$ cat src/rtl/morse_entry_buffer_if.sv
// Button inputs and packed symbol-buffer outputs of the Morse entry buffer.
// The master side drives the buttons; the slave side is the buffer itself.
interface morse_entry_buffer_if #(
    parameter int NUM_SLOTS = 8,
    parameter int MAX_ELEMS = 4,
    parameter int LEN_W     = $clog2(MAX_ELEMS + 1),
    parameter int CNT_W     = $clog2(NUM_SLOTS + 1)
);
    logic                           btn_dot;
    logic                           btn_dash;
    logic                           btn_commit;
    logic                           btn_back;
    logic [NUM_SLOTS*MAX_ELEMS-1:0] fsm_in;
    logic [NUM_SLOTS*LEN_W-1:0]     bits;
    logic [CNT_W-1:0]               count;
    logic [MAX_ELEMS-1:0]           cur_code;
    logic [LEN_W-1:0]               cur_len;
    logic                           full;
    logic                           err;

    modport master (
        output btn_dot, btn_dash, btn_commit, btn_back,
        input  fsm_in, bits, count, cur_code, cur_len, full, err
    );

    modport slave (
        input  btn_dot, btn_dash, btn_commit, btn_back,
        output fsm_in, bits, count, cur_code, cur_len, full, err
    );
endinterface

$ cat src/rtl/morse_entry_buffer.sv
// Captures dot/dash presses into a current symbol and commits symbols into a
// NUM_SLOTS-deep buffer, with backspace, error pulses, wrap policy and idle auto-commit.
module morse_entry_buffer #(
    parameter int NUM_SLOTS    = 8,
    parameter int MAX_ELEMS    = 4,
    parameter int LEN_W        = $clog2(MAX_ELEMS + 1),
    parameter int WRAP_ON_FULL = 1,
    parameter int AUTO_COMMIT  = 0
) (
    input logic                  clock,
    input logic                  reset,
    morse_entry_buffer_if.slave  bus
);
    localparam int CNT_W  = $clog2(NUM_SLOTS + 1);
    localparam int IDLE_W = (AUTO_COMMIT > 1) ? $clog2(AUTO_COMMIT) : 1;
    localparam logic [IDLE_W-1:0] IDLE_LAST = IDLE_W'((AUTO_COMMIT > 0) ? AUTO_COMMIT - 1 : 0);

    logic                 r_prevDot, r_prevDash, r_prevCommit, r_prevBack;
    logic [MAX_ELEMS-1:0] r_code [NUM_SLOTS];
    logic [LEN_W-1:0]     r_len  [NUM_SLOTS];
    logic [CNT_W-1:0]     r_count;
    logic [MAX_ELEMS-1:0] r_curCode;
    logic [LEN_W-1:0]     r_curLen;
    logic                 r_err;
    logic [IDLE_W-1:0]    r_idle;

    logic w_edgeDot, w_edgeDash, w_edgeCommit, w_edgeBack;
    logic w_evtBack, w_evtDot, w_evtDash, w_anyEvt;
    logic w_full, w_symEmpty, w_symFull;
    logic w_autoDue, w_doCommit, w_commitOk, w_accept;
    logic [MAX_ELEMS-1:0] w_addMask, w_backMask;
    logic [NUM_SLOTS*MAX_ELEMS-1:0] w_fsmIn;
    logic [NUM_SLOTS*LEN_W-1:0]     w_bits;

    assign w_edgeDot    = bus.btn_dot    & ~r_prevDot;
    assign w_edgeDash   = bus.btn_dash   & ~r_prevDash;
    assign w_edgeCommit = bus.btn_commit & ~r_prevCommit;
    assign w_edgeBack   = bus.btn_back   & ~r_prevBack;

    // Priority commit > back > dot > dash; losing edges are dropped silently.
    assign w_evtBack = w_edgeBack & ~w_edgeCommit;
    assign w_evtDot  = w_edgeDot  & ~w_edgeCommit & ~w_edgeBack;
    assign w_evtDash = w_edgeDash & ~w_edgeCommit & ~w_edgeBack & ~w_edgeDot;
    assign w_anyEvt  = w_edgeDot | w_edgeDash | w_edgeCommit | w_edgeBack;

    assign w_full     = (r_count == CNT_W'(NUM_SLOTS));
    assign w_symEmpty = (r_curLen == '0);
    assign w_symFull  = (r_curLen == LEN_W'(MAX_ELEMS));

    assign w_autoDue  = (AUTO_COMMIT > 0) && !w_symEmpty && (r_idle == IDLE_LAST);
    assign w_doCommit = w_edgeCommit | (w_autoDue & ~w_anyEvt);
    assign w_commitOk = !w_symEmpty && (!w_full || (WRAP_ON_FULL != 0));
    assign w_accept   = (w_doCommit & w_commitOk)
                      | (w_evtBack & (!w_symEmpty || (r_count != '0)))
                      | ((w_evtDot | w_evtDash) & !w_symFull);

    assign w_addMask  = MAX_ELEMS'(1) << r_curLen;
    assign w_backMask = MAX_ELEMS'(1) << (r_curLen - LEN_W'(1));

    always_ff @(posedge clock) begin
        if (reset) begin
            r_prevDot    <= bus.btn_dot;
            r_prevDash   <= bus.btn_dash;
            r_prevCommit <= bus.btn_commit;
            r_prevBack   <= bus.btn_back;
            for (int k = 0; k < NUM_SLOTS; k++) begin
                r_code[k] <= '0;
                r_len[k]  <= '0;
            end
            r_count   <= '0;
            r_curCode <= '0;
            r_curLen  <= '0;
            r_err     <= 1'b0;
            r_idle    <= '0;
        end else begin
            r_prevDot    <= bus.btn_dot;
            r_prevDash   <= bus.btn_dash;
            r_prevCommit <= bus.btn_commit;
            r_prevBack   <= bus.btn_back;
            r_err        <= 1'b0;
            if (w_doCommit) begin
                if (!w_commitOk) begin
                    r_err <= 1'b1;
                end else begin
                    // A commit while full can only get here in wrap mode.
                    for (int k = 0; k < NUM_SLOTS; k++) begin
                        if (w_full) begin
                            r_code[k] <= (k == 0) ? r_curCode : '0;
                            r_len[k]  <= (k == 0) ? r_curLen  : '0;
                        end else if (CNT_W'(k) == r_count) begin
                            r_code[k] <= r_curCode;
                            r_len[k]  <= r_curLen;
                        end
                    end
                    r_count   <= w_full ? CNT_W'(1) : r_count + CNT_W'(1);
                    r_curCode <= '0;
                    r_curLen  <= '0;
                end
            end else if (w_evtBack) begin
                if (!w_symEmpty) begin
                    r_curLen  <= r_curLen - LEN_W'(1);
                    r_curCode <= r_curCode & ~w_backMask;
                end else if (r_count != '0) begin
                    for (int k = 0; k < NUM_SLOTS; k++) begin
                        if (CNT_W'(k) == r_count - CNT_W'(1)) begin
                            r_code[k] <= '0;
                            r_len[k]  <= '0;
                        end
                    end
                    r_count <= r_count - CNT_W'(1);
                end else begin
                    r_err <= 1'b1;
                end
            end else if (w_evtDot | w_evtDash) begin
                if (w_symFull) begin
                    r_err <= 1'b1;
                end else begin
                    r_curCode <= w_evtDash ? (r_curCode | w_addMask) : (r_curCode & ~w_addMask);
                    r_curLen  <= r_curLen + LEN_W'(1);
                end
            end
            if (w_accept || w_autoDue || w_symEmpty) begin
                r_idle <= '0;
            end else if (r_idle != IDLE_LAST) begin
                r_idle <= r_idle + IDLE_W'(1);
            end
        end
    end

    always_comb begin
        w_fsmIn = '0;
        w_bits  = '0;
        for (int k = 0; k < NUM_SLOTS; k++) begin
            w_fsmIn[k*MAX_ELEMS +: MAX_ELEMS] = r_code[k];
            w_bits[k*LEN_W +: LEN_W]          = r_len[k];
        end
    end

    assign bus.fsm_in   = w_fsmIn;
    assign bus.bits     = w_bits;
    assign bus.count    = r_count;
    assign bus.cur_code = r_curCode;
    assign bus.cur_len  = r_curLen;
    assign bus.full     = w_full;
    assign bus.err      = r_err;
endmodule

$ cat src/flat_wrapper.sv
// flat-port wrapper written by rule: the top's interface ports become plain ports
module morse_entry_buffer_flat 
#(
    parameter int NUM_SLOTS    = 8,
    parameter int MAX_ELEMS    = 4,
    parameter int LEN_W        = $clog2(MAX_ELEMS + 1),
    parameter int WRAP_ON_FULL = 1,
    parameter int AUTO_COMMIT  = 0
)
  (clock, reset, bus_btn_dot, bus_btn_dash, bus_btn_commit, bus_btn_back, bus_fsm_in, bus_bits, bus_count, bus_cur_code, bus_cur_len, bus_full, bus_err);
  morse_entry_buffer_if #(.NUM_SLOTS(NUM_SLOTS), .MAX_ELEMS(MAX_ELEMS), .LEN_W(LEN_W)) bus_i ();
  input logic clock;
  input logic reset;
  input wire logic [$bits(bus_i.btn_dot)-1:0] bus_btn_dot;
  input wire logic [$bits(bus_i.btn_dash)-1:0] bus_btn_dash;
  input wire logic [$bits(bus_i.btn_commit)-1:0] bus_btn_commit;
  input wire logic [$bits(bus_i.btn_back)-1:0] bus_btn_back;
  output wire logic [$bits(bus_i.fsm_in)-1:0] bus_fsm_in;
  output wire logic [$bits(bus_i.bits)-1:0] bus_bits;
  output wire logic [$bits(bus_i.count)-1:0] bus_count;
  output wire logic [$bits(bus_i.cur_code)-1:0] bus_cur_code;
  output wire logic [$bits(bus_i.cur_len)-1:0] bus_cur_len;
  output wire logic [$bits(bus_i.full)-1:0] bus_full;
  output wire logic [$bits(bus_i.err)-1:0] bus_err;
  assign bus_i.btn_dot = bus_btn_dot;
  assign bus_i.btn_dash = bus_btn_dash;
  assign bus_i.btn_commit = bus_btn_commit;
  assign bus_i.btn_back = bus_btn_back;
  assign bus_fsm_in = bus_i.fsm_in;
  assign bus_bits = bus_i.bits;
  assign bus_count = bus_i.count;
  assign bus_cur_code = bus_i.cur_code;
  assign bus_cur_len = bus_i.cur_len;
  assign bus_full = bus_i.full;
  assign bus_err = bus_i.err;
  morse_entry_buffer #(.NUM_SLOTS(NUM_SLOTS), .MAX_ELEMS(MAX_ELEMS), .LEN_W(LEN_W), .WRAP_ON_FULL(WRAP_ON_FULL), .AUTO_COMMIT(AUTO_COMMIT)) u_core (.clock(clock), .reset(reset), .bus(bus_i));
endmodule
$ cat config.mk
export PLATFORM = sky130hd
export DESIGN_NAME = morse_entry_buffer_flat
export DESIGN_NICKNAME = d
export VERILOG_FILES = /design/src/rtl/morse_entry_buffer_if.sv /design/src/rtl/morse_entry_buffer.sv /design/src/flat_wrapper.sv
export SDC_FILE = /design/constraint.sdc
export NUM_CORES = 1
export LEC_CHECK = 0
export ABC_CLOCK_PERIOD_IN_PS = 6710
export CAP_MARGIN = 15
export CORE_MARGIN = 1.5
export CORE_UTILIZATION = 53
export CTS_BUF_LIST = sky130_fd_sc_hd__clkbuf_2 sky130_fd_sc_hd__clkbuf_4 sky130_fd_sc_hd__clkbuf_8
export CTS_CLUSTER_DIAMETER = 80
export DETAILED_ROUTE_END_ITERATION = 10
export PLACE_DENSITY = 0.85
export REMOVE_ABC_BUFFERS = 1
export SETUP_SLACK_MARGIN = 0.3
export SKIP_LAST_GASP = 1
export SYNTH_ARGS = -nofsm -noshare
export SYNTH_HDL_FRONTEND = slang
export SYNTH_SLANG_ARGS = --single-unit
$ cat constraint.sdc
create_clock -name clock -period 6.71 [get_ports clock]
set_input_delay 1.342 -clock clock [delete_from_list [all_inputs] [get_ports clock]]
set_output_delay 1.342 -clock clock [all_outputs]
set_load 0.02 [all_outputs]
==> summary.txt, run 1 <==
Worst hold path
  • Class of the worst hold path: flip-flop to flip-flop
  • Sink of the worst hold path: u_core.r_code[0][16]$_SDFFE_PP0P_
  • Hold Crit Start: u_core.r_code[0][16]$_SDFFE_PP0P_
  • Hold path cells: 2

Synth
  • #FFs+latches synth: 72
  • Total of warnings raised by yosys: 0
  • Share of flip-flops with an asynchronous set or reset: 0%
  • Top-count cell post-synth: dfxtp_1
  • Top_reg_cell synth: dfxtp_1
  • Post-synth design cell area: 3320 µm²
  • Share of the synthesized area in the top cell type: 26.5%
  • Number of synthesized flops with an enable pin: 28
  • Post-synth cell types: 58
  • Cell count after synthesis: 315
  • Sequential area share after synthesis: 51.8%
  • Mean Syn Cell Area: 10.5 µm²
  • Synth area leaders: dfxtp_1 27%, edfxtp_1 25%, a22oi_1 6.3%
  • Synth cell count leaders: 44 x dfxtp_1, 43 x nor2_1, 28 x a22oi_1, 28 x edfxtp_1, 21 x and2_1
  • Yosys top cell by area: dfxtp_1

Worst setup path
  • R2R depth: 6
  • Critical-path cell list: inv_1, ha_1, and3b_1, clkdlybuf4s50_1
  • Endpoint arrival time on the critical path: 2.39 ns
  • Delay-heaviest family, CP: buffers and inverters
  • Startpoint Class: flip-flop
  • CP bufs+invs: 2
  • Worst Setup End Kind: output port
  • Reg2reg start: u_core.bus.cur_len[0]$_SDFFE_PP0P_
  • Crit Path Max Fanout: 9
  • R2r setup slk: 3.94 ns
  • FF-to-FF End: u_core.r_len[0][4]$_SDFFCE_PP0P_
  • Crit-path max cell delay: 0.68 ns
  • CP required: 5.37 ns
  • CP max-delay cell: clkdlybuf4s50_1
  • Worst Path Class, Setup: flip-flop to output port
  • Crit path from: u_core.bus.count[0]$_SDFFE_PP0P_

STA
  • Final Hold Viols: 0
  • Final period demand of the worst path: 3.73 ns
  • RSZ-0062 raised after global routing: no
  • Max Fclk: 0.268 GHz
  • Worst Skew: 0.00873 ns
  • Fin crit share: 55.6%
  • Finish-stage setup viols: 0
  • Final hold slack: 0.505 ns
  • Setup TNS: 0 ns
  • Slew HR: 43.6%
  • Fin. max-slew vios: 0
  • Final worst slack: 2.98 ns
  • Measured slew at the worst slew-check pin: 0.845 ns

Final layout
  • Layout overhead on the synthesized area: 28.1%
  • Layout cells sized above 1: 9.59%
  • Diode count: 0
  • Net count, final: 399

Clock network
  • Latest clock arrival within the worst-skew pair: 0.35 ns
  • Clock buffer count from CTS: 9
  • CTS Buffer Depth: 2
  • # H-tree levels: 3
  • Clock Root Buffer: clkbuf_8
  • # hold bufs at CTS: 0
  • # resized after CTS: 0
  • # clock sinks: 72
  • Clock transition at path regs: 0.08 ns
  • CTS tree: built
  • Postcts setup bufs: 0

Global routing
  • GR Util met3: 5.16%
  • Met1 usage: 29.7%
  • Total GRT Usage: 24.7%
  • GRT met2 Usage: 41.7%
  • First-pass GRT wire length: 12.2 mm
  • Initial antenna violation count: 0
  • Vias in the first global route: 2522
  • Largest net degree at the start of global routing: 21
  • Remaining Overflow, GRT: 0
  • Busiest grt layer: met2

Die
  • Starting Density: 55.5%
  • Ports: 75
  • Die Wd: 82.2 µm
  • Die Y: 82.2 µm
  • Core Region: 5990 µm²
  • Die footprint: 6750 µm²
  • FP Rows: 28

Power and ir drop
  • Static Leak: 0.00162 µW
  • Worst vdd ir: 0.128 mV
  • Power per cell area: 238 nW/µm²

Route
  • Vias per inst: 5.79
  • Iteration-0 DRC Markers: 321
  • Routed Antenna Nets: 0
  • Routed WL: 7.81 mm
  • DRC violations left: 0
  • Mean routed wirelength per cell: 16.9 µm
  • 1st-pass router iterations: 4
  • Vias: 2669

Place
  • Final HPWL DP: 5.48 mm
  • Post-Place Setup Slack: 2.82 ns
  • Port Buffers: 74
  • RePlAce Congestion: 0.912

Run status
  • Status: completed

Job
  • Max-capacitance violation count: 0
[flip-flops by register name (all words and copies together), names as in the netlist]
name                 count
u_core.bus.cur_len       3
u_core.bus.err           1
u_core.r_len            24
u_core.bus.cur_code      4
u_core.r_prevCommit      1
u_core.r_prevBack        1
u_core.r_code           32
u_core.bus.count         4
u_core.r_prevDash        1
u_core.r_prevDot         1
[layout make-up]
| cell class | instances | area (µm²) |
|---|---|---|
| inverter | 9 | 33.8 |
| clock inverter | 5 | 57.6 |
| multi-input combinational | 215 | 1470 |
| sequential | 72 | 1720 |
| tap | 75 | 93.8 |
| clock buffer | 11 | 139 |
| timing repair buffer | 74 | 741 |
| fill | 434 | 1730 |
[per-layer routing]
| layer | vias up | wire length (µm) |
|---|---|---|
| met2 | 135 | 3910 |
| met3 | 18 | 604 |
| li1 | 1259 | - |
| met1 | 1257 | 3130 |
| met4 | 0 | 162 |
| met5 | - | 0 |
[where the power goes]
part / internal, µW / total (µW) / switching, µW
sequential: 469 / 496 / 26.5
combinational: 70.9 / 175 / 104
clock: 180 / 341 / 160
[cell usage in the layout (no fill, tap or decap), types with 3 or more instances in the layout]
master	Yosys	layout
a221oi_1	4	4
a21o_1	3	3
o21ai_0	5	5
inv_1	8	8
and2_1	21	21
nor2_1	43	43
a211o_1	3	3
and3_1	9	9
a21oi_1	11	11
xor2_1	3	3
nor2b_1	5	5
clkdlybuf4s50_1	0	74
nor3_1	7	7
nand2_1	14	14
ha_1	12	12
clkbuf_8	0	9
dfxtp_1	44	44
a22oi_1	28	28
xnor2_1	3	3
edfxtp_1	28	28
[worst reg2reg max path, cell delays in order (launching register included)]
cell      delay (ns)
dfxtp_1         0.70
inv_1           0.18
ha_1            0.34
nand2b_1        0.23
nand2_1         0.15
nor4_2          0.53
a211o_1         0.34
[worst max-delay path by stage]
stage	endpoint	slack, ns	cells after the start
finish	bus_full	2.98	4
floorplan	u_core.r_code[0][4]$_SDFFCE_PP0P_	3.69	4
CTS	bus_full	3.00	4
global placement	u_core.r_code[0][4]$_SDFFCE_PP0P_	2.91	5
global route	bus_full	2.89	4
detailed placement	u_core.r_len[0][5]$_SDFFCE_PP0P_	2.82	5
[cells by family after synthesis]
logic type,Yosys count,synth area share [%]
simple gates,126,21.2
fa+ha+maj,12,4.52
compound gates,71,16.9
xor+xnor,6,1.58
buf+inv,28,3.92
flops,72,51.8
[metrics by stage]
stage / cells / util, % / power, µW / area [µm²]
2_1_floorplan: 296 / - / 613 / 3230
3_3_place_gp: 445 / 67.8 / 672 / 4060
3_5_place_dp: 445 / 67.8 / 678 / 4060
4_1_cts: 461 / 71.1 / 1010 / 4260
5_1_grt: 461 / 71.1 / 1050 / 4260
6_report: 461 / 71.1 / 1010 / 4260
No activity file was read; power rests on OpenSTA's default activity.
==> run 2: changes to the inputs <==
Settings changed: ABC_CLOCK_PERIOD_IN_PS 6710 to 3700, CORE_UTILIZATION 53 to 52, PLACE_DENSITY 0.85 to 0.83.
Clock period 6.71 ns to 3.7 ns, I/O delays scaled along.
==> summary.txt, run 2 (synthesis results as in run 1) <==
Clock network
  • # H-tree levels: 3
  • # clock sinks: 72
  • Latest clock arrival within the worst-skew pair: 0.35 ns
  • CTS Buffer Depth: 2
  • # hold bufs at CTS: 0
  • # resized after CTS: 0
  • Clock transition at path regs: 0.08 ns
  • Postcts setup bufs: 0
  • Clock Root Buffer: clkbuf_8
  • Clock buffer count from CTS: 9
  • CTS tree: built

Die
  • Die Y: 82.9 µm
  • Die Wd: 82.9 µm
  • Die footprint: 6880 µm²
  • Starting Density: 54.8%
  • FP Rows: 28
  • Ports: 75
  • Core Region: 6060 µm²

Global routing
  • Total GRT Usage: 23.2%
  • Remaining Overflow, GRT: 0
  • Initial antenna violation count: 0
  • First-pass GRT wire length: 12.7 mm
  • Vias in the first global route: 2519
  • Largest net degree at the start of global routing: 19

Worst hold path
  • Hold Crit Start: u_core.r_code[0][25]$_SDFFE_PP0P_
  • Class of the worst hold path: flip-flop to flip-flop
  • Sink of the worst hold path: u_core.r_code[0][25]$_SDFFE_PP0P_
  • Hold path cells: 2

STA
  • Fin crit share: 83.5%
  • Measured slew at the worst slew-check pin: 0.564 ns
  • Setup TNS: 0 ns
  • Finish-stage setup viols: 0
  • Max Fclk: 0.324 GHz
  • Final period demand of the worst path: 3.09 ns
  • Final Hold Viols: 0
  • Slew HR: 62.4%
  • RSZ-0062 raised after global routing: no
  • Worst Skew: 0.0107 ns
  • Fin. max-slew vios: 0
  • Final hold slack: 0.509 ns

Final layout
  • Number of flip-flops in the largest register: 32
  • Most frequent cells in the layout: 74 x clkdlybuf4s50_1, 44 x dfxtp_1, 43 x nor2_1, 28 x a22oi_1, 28 x edfxtp_1
  • Net count, final: 404
  • Layout overhead on the synthesized area: 29.3%
  • Commonest non-fill, non-tap cell in the layout: clkdlybuf4s50_1
  • Diode count: 0
  • Layout cells sized above 1: 10.7%
  • Biggest regs: u_core.r_code (32), u_core.r_len (24)
  • Largest Register: u_core.r_code

Worst setup path
  • FF-to-FF End: u_core.r_len[0][1]$_SDFFCE_PN0P_
  • R2r setup slk: 1.14 ns
  • Critical-path cell list: inv_1, ha_1, and3b_1, clkdlybuf4s50_1
  • CP required: 2.96 ns
  • CP max-delay cell: clkdlybuf4s50_1
  • Crit-path max cell delay: 0.68 ns
  • Worst Setup End Kind: output port
  • Reg2reg start: u_core.bus.count[0]$_SDFFE_PP0P_
  • Worst Path Class, Setup: flip-flop to output port
  • Startpoint Class: flip-flop
  • R2R depth: 6
  • Endpoint arrival time on the critical path: 2.35 ns
  • Crit Path Max Fanout: 9

Power and ir drop
  • Internal power: 1310 µW
  • Clock power share: 33.5%
  • Static Leak: 0.00165 µW
  • Worst vdd ir: 0.259 mV
  • Net Sw Frac: 29.1%
  • Combinational Power Share: 18.5%
  • Sw Pwr: 535 µW
  • Sequential cell fraction of total power: 47.9%
  • Power per cell area: 429 nW/µm²

Place
  • Port Buffers: 74
  • Final HPWL DP: 5.46 mm
  • RePlAce Congestion: 0.935

Route
  • Routed Antenna Nets: 0
  • DRC violations left: 0
  • Vias per inst: 5.70
  • 1st-pass router iterations: 5
  • Vias: 2655
  • Iteration-0 DRC Markers: 225
  • Mean routed wirelength per cell: 16.9 µm
  • Routed WL: 7.86 mm

Run status
  • Status: completed

Job
  • Max-capacitance violation count: 0
[run 2: cell type report]
type                            instances  area, µm²
Multi-Input combinational cell        215       1470
Fill cell                             445       1770
Timing Repair Buffer                   79        778
Tap cell                               75       93.8
Inverter                                9       33.8
Sequential cell                        72       1720
Clock inverter                          6       65.1
Clock buffer                           10        131
[run 2: stage by stage]
| step | total power [µW] | std cells | setup WS, ns | utilization (%) | instance area (µm²) |
|---|---|---|---|---|---|
| finish | 1840 | 466 | 0.610 | 70.9 | 4290 |
| global route | 1910 | 466 | 0.532 | 70.9 | 4290 |
| CTS | 1840 | 466 | 0.642 | 70.9 | 4290 |
| detailed placement | 1240 | 450 | 0.678 | 67.6 | 4100 |
| global placement | 1230 | 450 | 0.728 | 67.6 | 4100 |
| floorplan | 1110 | 296 | 1.28 | - | 3230 |
[run 2: how the worst max path moves through the flow]
stage | from | slack, ns | end
6_report | u_core.bus.count[0]$_SDFFE_PP0P_ | 0.61 | bus_full
5_1_grt | u_core.bus.count[0]$_SDFFE_PP0P_ | 0.53 | bus_full
4_1_cts | u_core.bus.count[0]$_SDFFE_PP0P_ | 0.64 | bus_full
3_5_place_dp | bus_btn_commit | 0.68 | u_core.r_code[0][0]$_SDFFCE_PN0P_
3_3_place_gp | bus_btn_commit | 0.73 | u_core.r_code[0][0]$_SDFFCE_PN0P_
2_1_floorplan | bus_btn_commit | 1.28 | u_core.r_code[0][4]$_SDFFCE_PP0P_
[run 2: metal layers]
metal	wire length, µm	GRT usage, %	up-vias	part of all wire [%]
li1	-	-	1268	-
met1	3330	28.8	1255	42
met2	3880	38.7	121	49
met3	524	5.47	11	6.7
met4	121	10.0	0	1.5
met5	0	0	-	0
[run 2: worst max-delay path, delay by kind of cell (launching register included)]
kind                       cells  cell delay, ns
adders and majority gates      1            0.41
buffers and inverters          2            0.84
DFF                            1            0.40
and+or+nand+nor                1            0.36
[run 2: power groups by stage]
stage / Sequential [µW] / Combinational [µW] / Clock, µW
after floorplan: 934 / 178 / 0
after global placement: 900 / 331 / 0
after detailed placement: 901 / 336 / 0
after CTS: 883 / 339 / 621
after global routing: 888 / 368 / 655
final: 883 / 341 / 618
==> RTL edit 1, RTL diff (flow settings as in run 2) <==
`WRAP_ON_FULL` is set to 1 in 2 places; all go to 0.
--- a/src/rtl/morse_entry_buffer.sv
+++ b/src/rtl/morse_entry_buffer.sv
@@ -4,7 +4,7 @@
     parameter int NUM_SLOTS    = 8,
     parameter int MAX_ELEMS    = 4,
     parameter int LEN_W        = $clog2(MAX_ELEMS + 1),
-    parameter int WRAP_ON_FULL = 1,
+    parameter int WRAP_ON_FULL = 0,
     parameter int AUTO_COMMIT  = 0
 ) (
     input logic                  clock,
--- a/src/flat_wrapper.sv
+++ b/src/flat_wrapper.sv
@@ -4,7 +4,7 @@
     parameter int NUM_SLOTS    = 8,
     parameter int MAX_ELEMS    = 4,
     parameter int LEN_W        = $clog2(MAX_ELEMS + 1),
-    parameter int WRAP_ON_FULL = 1,
+    parameter int WRAP_ON_FULL = 0,
     parameter int AUTO_COMMIT  = 0
 )
   (clock, reset, bus_btn_dot, bus_btn_dash, bus_btn_commit, bus_btn_back, bus_fsm_in, bus_bits, bus_count, bus_cur_code, bus_cur_len, bus_full, bus_err);
Formal check against the unedited RTL: no difference found for any inputs over 4 cycles, from zero or initial values and one cycle with reset high; that may be too few to reach the edited logic, so the function may still have changed.
==> RTL edit 1 against run 2 <==
Worst setup slack better by 0.048 ns; the flow now finishes with violations (design-rule violations); final area is 3.9% higher; hold slack got worse by 0.018 ns; power is 8.3% higher; fmax grew 1.6%; global-route usage grew 0.25 points; wire length rose by 4.6%; synthesized area is 4.9% higher; via count rose by 5.7%; sequential cell count unchanged; largest cell class unchanged; synthesized cell count increased by 7.0%; die area is 4.7% higher.
==> RTL edit 1: results (changes against run 2) <==
slew margin rel. -> 0.601 (-0.0224)
dpl hpwl -> 5.60 mm (+2.6%)
combinational group share of total power -> 0.228 (+0.043)
fraction of area in multi-input gates -> 0.366 (+0.0240)
1st-pass router iterations -> 8 (+3)
xor/xnor share of the synthesized area -> 0.0126 (-0.00325)
Worst Skew -> 0.00734 ns (-0.00335 ns)
first-pass GRT wire length -> 13.3 mm (+4.2%)
synth unique cells -> 53 (-8.6%)
# fillers -> 483 (+8.5%)
Peak VDD IR -> 0.000231 V (-11%)
Sw Share -> 0.307 (+0.0168)
mux contribution to synthesized area -> 0.0837 (+0.0837)
CP delay by family, top -> simple AND/OR/NAND/NOR gates
adder-cell share of the synthesized area -> 0.0431 (-0.00209)
Multi-input comb cells -> 235 (+9.3%)
Compound-Gate Fraction of Synth Area -> 0.0805 (-0.0887)
Clk power -> 642 uW (+3.9%)
maximum fanout along the worst path -> 12 (+3)
top post-synthesis cells by area -> dfxtp_1, edfxtp_1, mux2i_1
inverters -> 8 (-1)
Remaining DRCs -> 7 (+7)
post-synthesis sequential area ratio -> 0.494 (-0.0240)
most frequent cells after synthesis -> dfxtp_1, edfxtp_1, mux2i_1
fin area -> 4460 um^2 (+3.9%)
largest net degree at the start of global routing -> 46 (+27)
outcome -> complete, but fails checks
initial DRC count -> 233 (+3.6%)
Lkg Pwr -> 0.00176 uW (+7.2%)
clkbuf count -> 11 (+1)
RePlAce Congestion -> 0.897 (-4.0%)
vias in the first global route -> 2670 (+6.0%)
failing checks -> design-rule violations
dpl cell area -> 4260 um^2 (+4.0%)
RTL edit 1: changes by cell type in the layout (fill, tap and decap cells not counted), sizes merged, moves of 4 or more:
cell / change
a22oi: -28
mux2i: +28
nor2: -16
nor3: +13
nand2b: +12
nand3b: +10
and3: -9
a21oi: +4
a221oi: -4
o211ai: +4
or4: +4
RTL edit 1: tightest hold or removal path, cell delays in order, from the launching register on:
cell,delay [ns]
dfxtp_1,0.31
nand3b_1,0.08
a21oi_1,0.06
RTL edit 1: through the flow:
step	total power [uW]	hold slack, ns	util	std cells	setup slack (ns)
global route	2080	0.516	0.695	487	0.511
finish	2000	0.490	0.695	487	0.658
floorplan	1200	0.561	-	315	0.880
global placement	1350	0.477	0.663	471	0.610
CTS	2000	0.491	0.695	487	0.682
detailed placement	1370	0.477	0.663	471	0.417
RTL edit 1: final timing paths:
check | from | endpoint | cells after the start
worst max-delay path | u_core.bus.cur_len[0]$_SDFFE_PP0P_ | u_core.r_len[0][9]$_SDFFCE_PP0P_ | 7
worst min-delay path | u_core.r_code[1][3]$_SDFFE_PP0P_ | u_core.r_code[1][3]$_SDFFE_PP0P_ | 2
worst max register to register | u_core.bus.cur_len[0]$_SDFFE_PP0P_ | u_core.r_len[0][9]$_SDFFCE_PP0P_ | 7
worst min register to register | u_core.r_code[1][3]$_SDFFE_PP0P_ | u_core.r_code[1][3]$_SDFFE_PP0P_ | 2
RTL edit 1: layer usage:
metal | share of wire | global-route usage | vias to the layer above
met3 | 0.055 | 0.0360 | 15
met1 | 0.43 | 0.301 | 1345
met5 | 0 | 0 | -
li1 | - | - | 1334
met4 | 0.019 | 0.0984 | 0
met2 | 0.49 | 0.398 | 113
==> RTL edit 2, RTL diff (config.mk and constraints of run 2) <==
Without the edit above. Compare `r_count` against `CNT_W'(NUM_SLOTS)` with >= in place of ==.
--- a/src/rtl/morse_entry_buffer.sv
+++ b/src/rtl/morse_entry_buffer.sv
@@ -43,7 +43,7 @@
     assign w_evtDash = w_edgeDash & ~w_edgeCommit & ~w_edgeBack & ~w_edgeDot;
     assign w_anyEvt  = w_edgeDot | w_edgeDash | w_edgeCommit | w_edgeBack;
 
-    assign w_full     = (r_count == CNT_W'(NUM_SLOTS));
+    assign w_full     = (r_count >= CNT_W'(NUM_SLOTS));
     assign w_symEmpty = (r_curLen == '0);
     assign w_symFull  = (r_curLen == LEN_W'(MAX_ELEMS));
 
Check against the original RTL: no difference found for any inputs over 4 cycles, from zero or initial values and one cycle with reset high; that may be too few to reach the edited logic, so the function may still have changed.
==> RTL edit 2 against run 2 <==
Register-to-register slack got worse by 0.099 ns; final area increased by 3.4%; first-iteration DRC count increased by 19%; power increased by 7.7%; sequential cell count unchanged; synthesized area increased by 4.4%; critical path depth increased by 1; wire length increased by 6.3%; clock skew decreased by 0.00061 ns; worst setup slack improved by 0.43 ns; sequential power increased by 2%; hold slack got worse by 0.0029 ns; critical endpoint is now u_core.r_len[0][2]$_SDFFCE_PN0P_; largest power group unchanged.
==> RTL edit 2: results (changes against run 2) <==
outcome -> finished clean
met3 GRT Util -> 0.0354 (-0.0193)
Worst Path Arrival -> 2.67 ns (+0.32 ns)
RePlAce Congestion -> 0.893 (-4.4%)
crit path kind -> reg2reg
Multi-input comb cells -> 224 (+4.2%)
first-pass GRT wire length -> 13.3 mm (+4.7%)
Lkg Pwr -> 0.00160 uW (-2.8%)
Hold EP -> u_core.r_code[0][26]$_SDFFE_PP0P_
met1 GRT Util -> 0.324 (+0.0363)
met1 wire length -> 3.66 mm (+9.8%)
pre-CTS WS -> 0.787 ns (+0.109 ns)
Non-CTS buffers -> 82 (+3.8%)
met2 Use GR -> 0.379 (-0.00850)
metal2 WL -> 4.05 mm (+4.3%)
total number of vias -> 2848 (+7.3%)
area of the multi-input gates -> 1580 um^2 (+7.5%)
# fillers -> 494 (+11%)
Clock-cell share -> 0.0454 (-0.000356)
top post-synthesis cells by area -> dfxtp_1, edfxtp_1, a22oi_1
FF-to-FF End -> u_core.r_len[0][2]$_SDFFCE_PN0P_
most frequent cells after synthesis -> dfxtp_1, nor2_1, a22oi_1, and2_1, edfxtp_1
layout cell share with drive strength beyond 1 -> 0.0916 (-0.0158)
buffering overhead -> 0.180 (-0.000801)
Peak VDD IR -> 0.000299 V (+15%)
wire length on met3 -> 544 um (+3.8%)
## RTL edit 2: changes by cell type in the layout (fill, tap and decap cells not counted), sizes merged, moves of 4 or more
cell and delta:
and3 -5, nand2 -7, nand3b +4, a211o -4, nor2 -9, nand3 +13
and2 +7
## RTL edit 2: cell families after synthesis
logic type,share of synthesized area
compound gates,0.161
mux,0.00902
fa+ha+maj,0.0433
buf+inv,0.0476
simple gates,0.238
flops,0.497
xor+xnor,0.00505
## RTL edit 2: stage by stage
stage | utilization | power (uW) | cells | hold WS (ns) | cell area (um^2)
4_1_cts | 0.695 | 1980 | 481 | 0.512 | 4440
5_1_grt | 0.695 | 2060 | 481 | 0.543 | 4440
3_3_place_gp | 0.663 | 1350 | 465 | 0.486 | 4240
6_report | 0.695 | 1990 | 481 | 0.506 | 4440
3_5_place_dp | 0.663 | 1360 | 465 | 0.490 | 4240
2_1_floorplan | - | 1190 | 306 | 0.617 | 3340
## RTL edit 2: worst max-delay path by stage
stage | endpoint | slack (ns)
4_1_cts | bus_count[3] | 1.09
5_1_grt | u_core.r_len[0][2]$_SDFFCE_PN0P_ | 0.88
2_1_floorplan | u_core.r_code[0][12]$_SDFFCE_PP0P_ | 1.23
6_report | u_core.r_len[0][2]$_SDFFCE_PN0P_ | 1.04
3_5_place_dp | u_core.r_code[0][13]$_SDFFCE_PP0P_ | 0.79
3_3_place_gp | u_core.r_len[0][11]$_SDFFCE_PP0P_ | 0.91
## RTL edit 2: power breakdown
group / leakage [uW] / internal, uW / switching [uW]
Clock: 0.000103 / 338 / 302
Combinational: 0.000850 / 172 / 272
Sequential: 0.000647 / 857 / 44.4
Total: 0.00160 / 1370 / 619
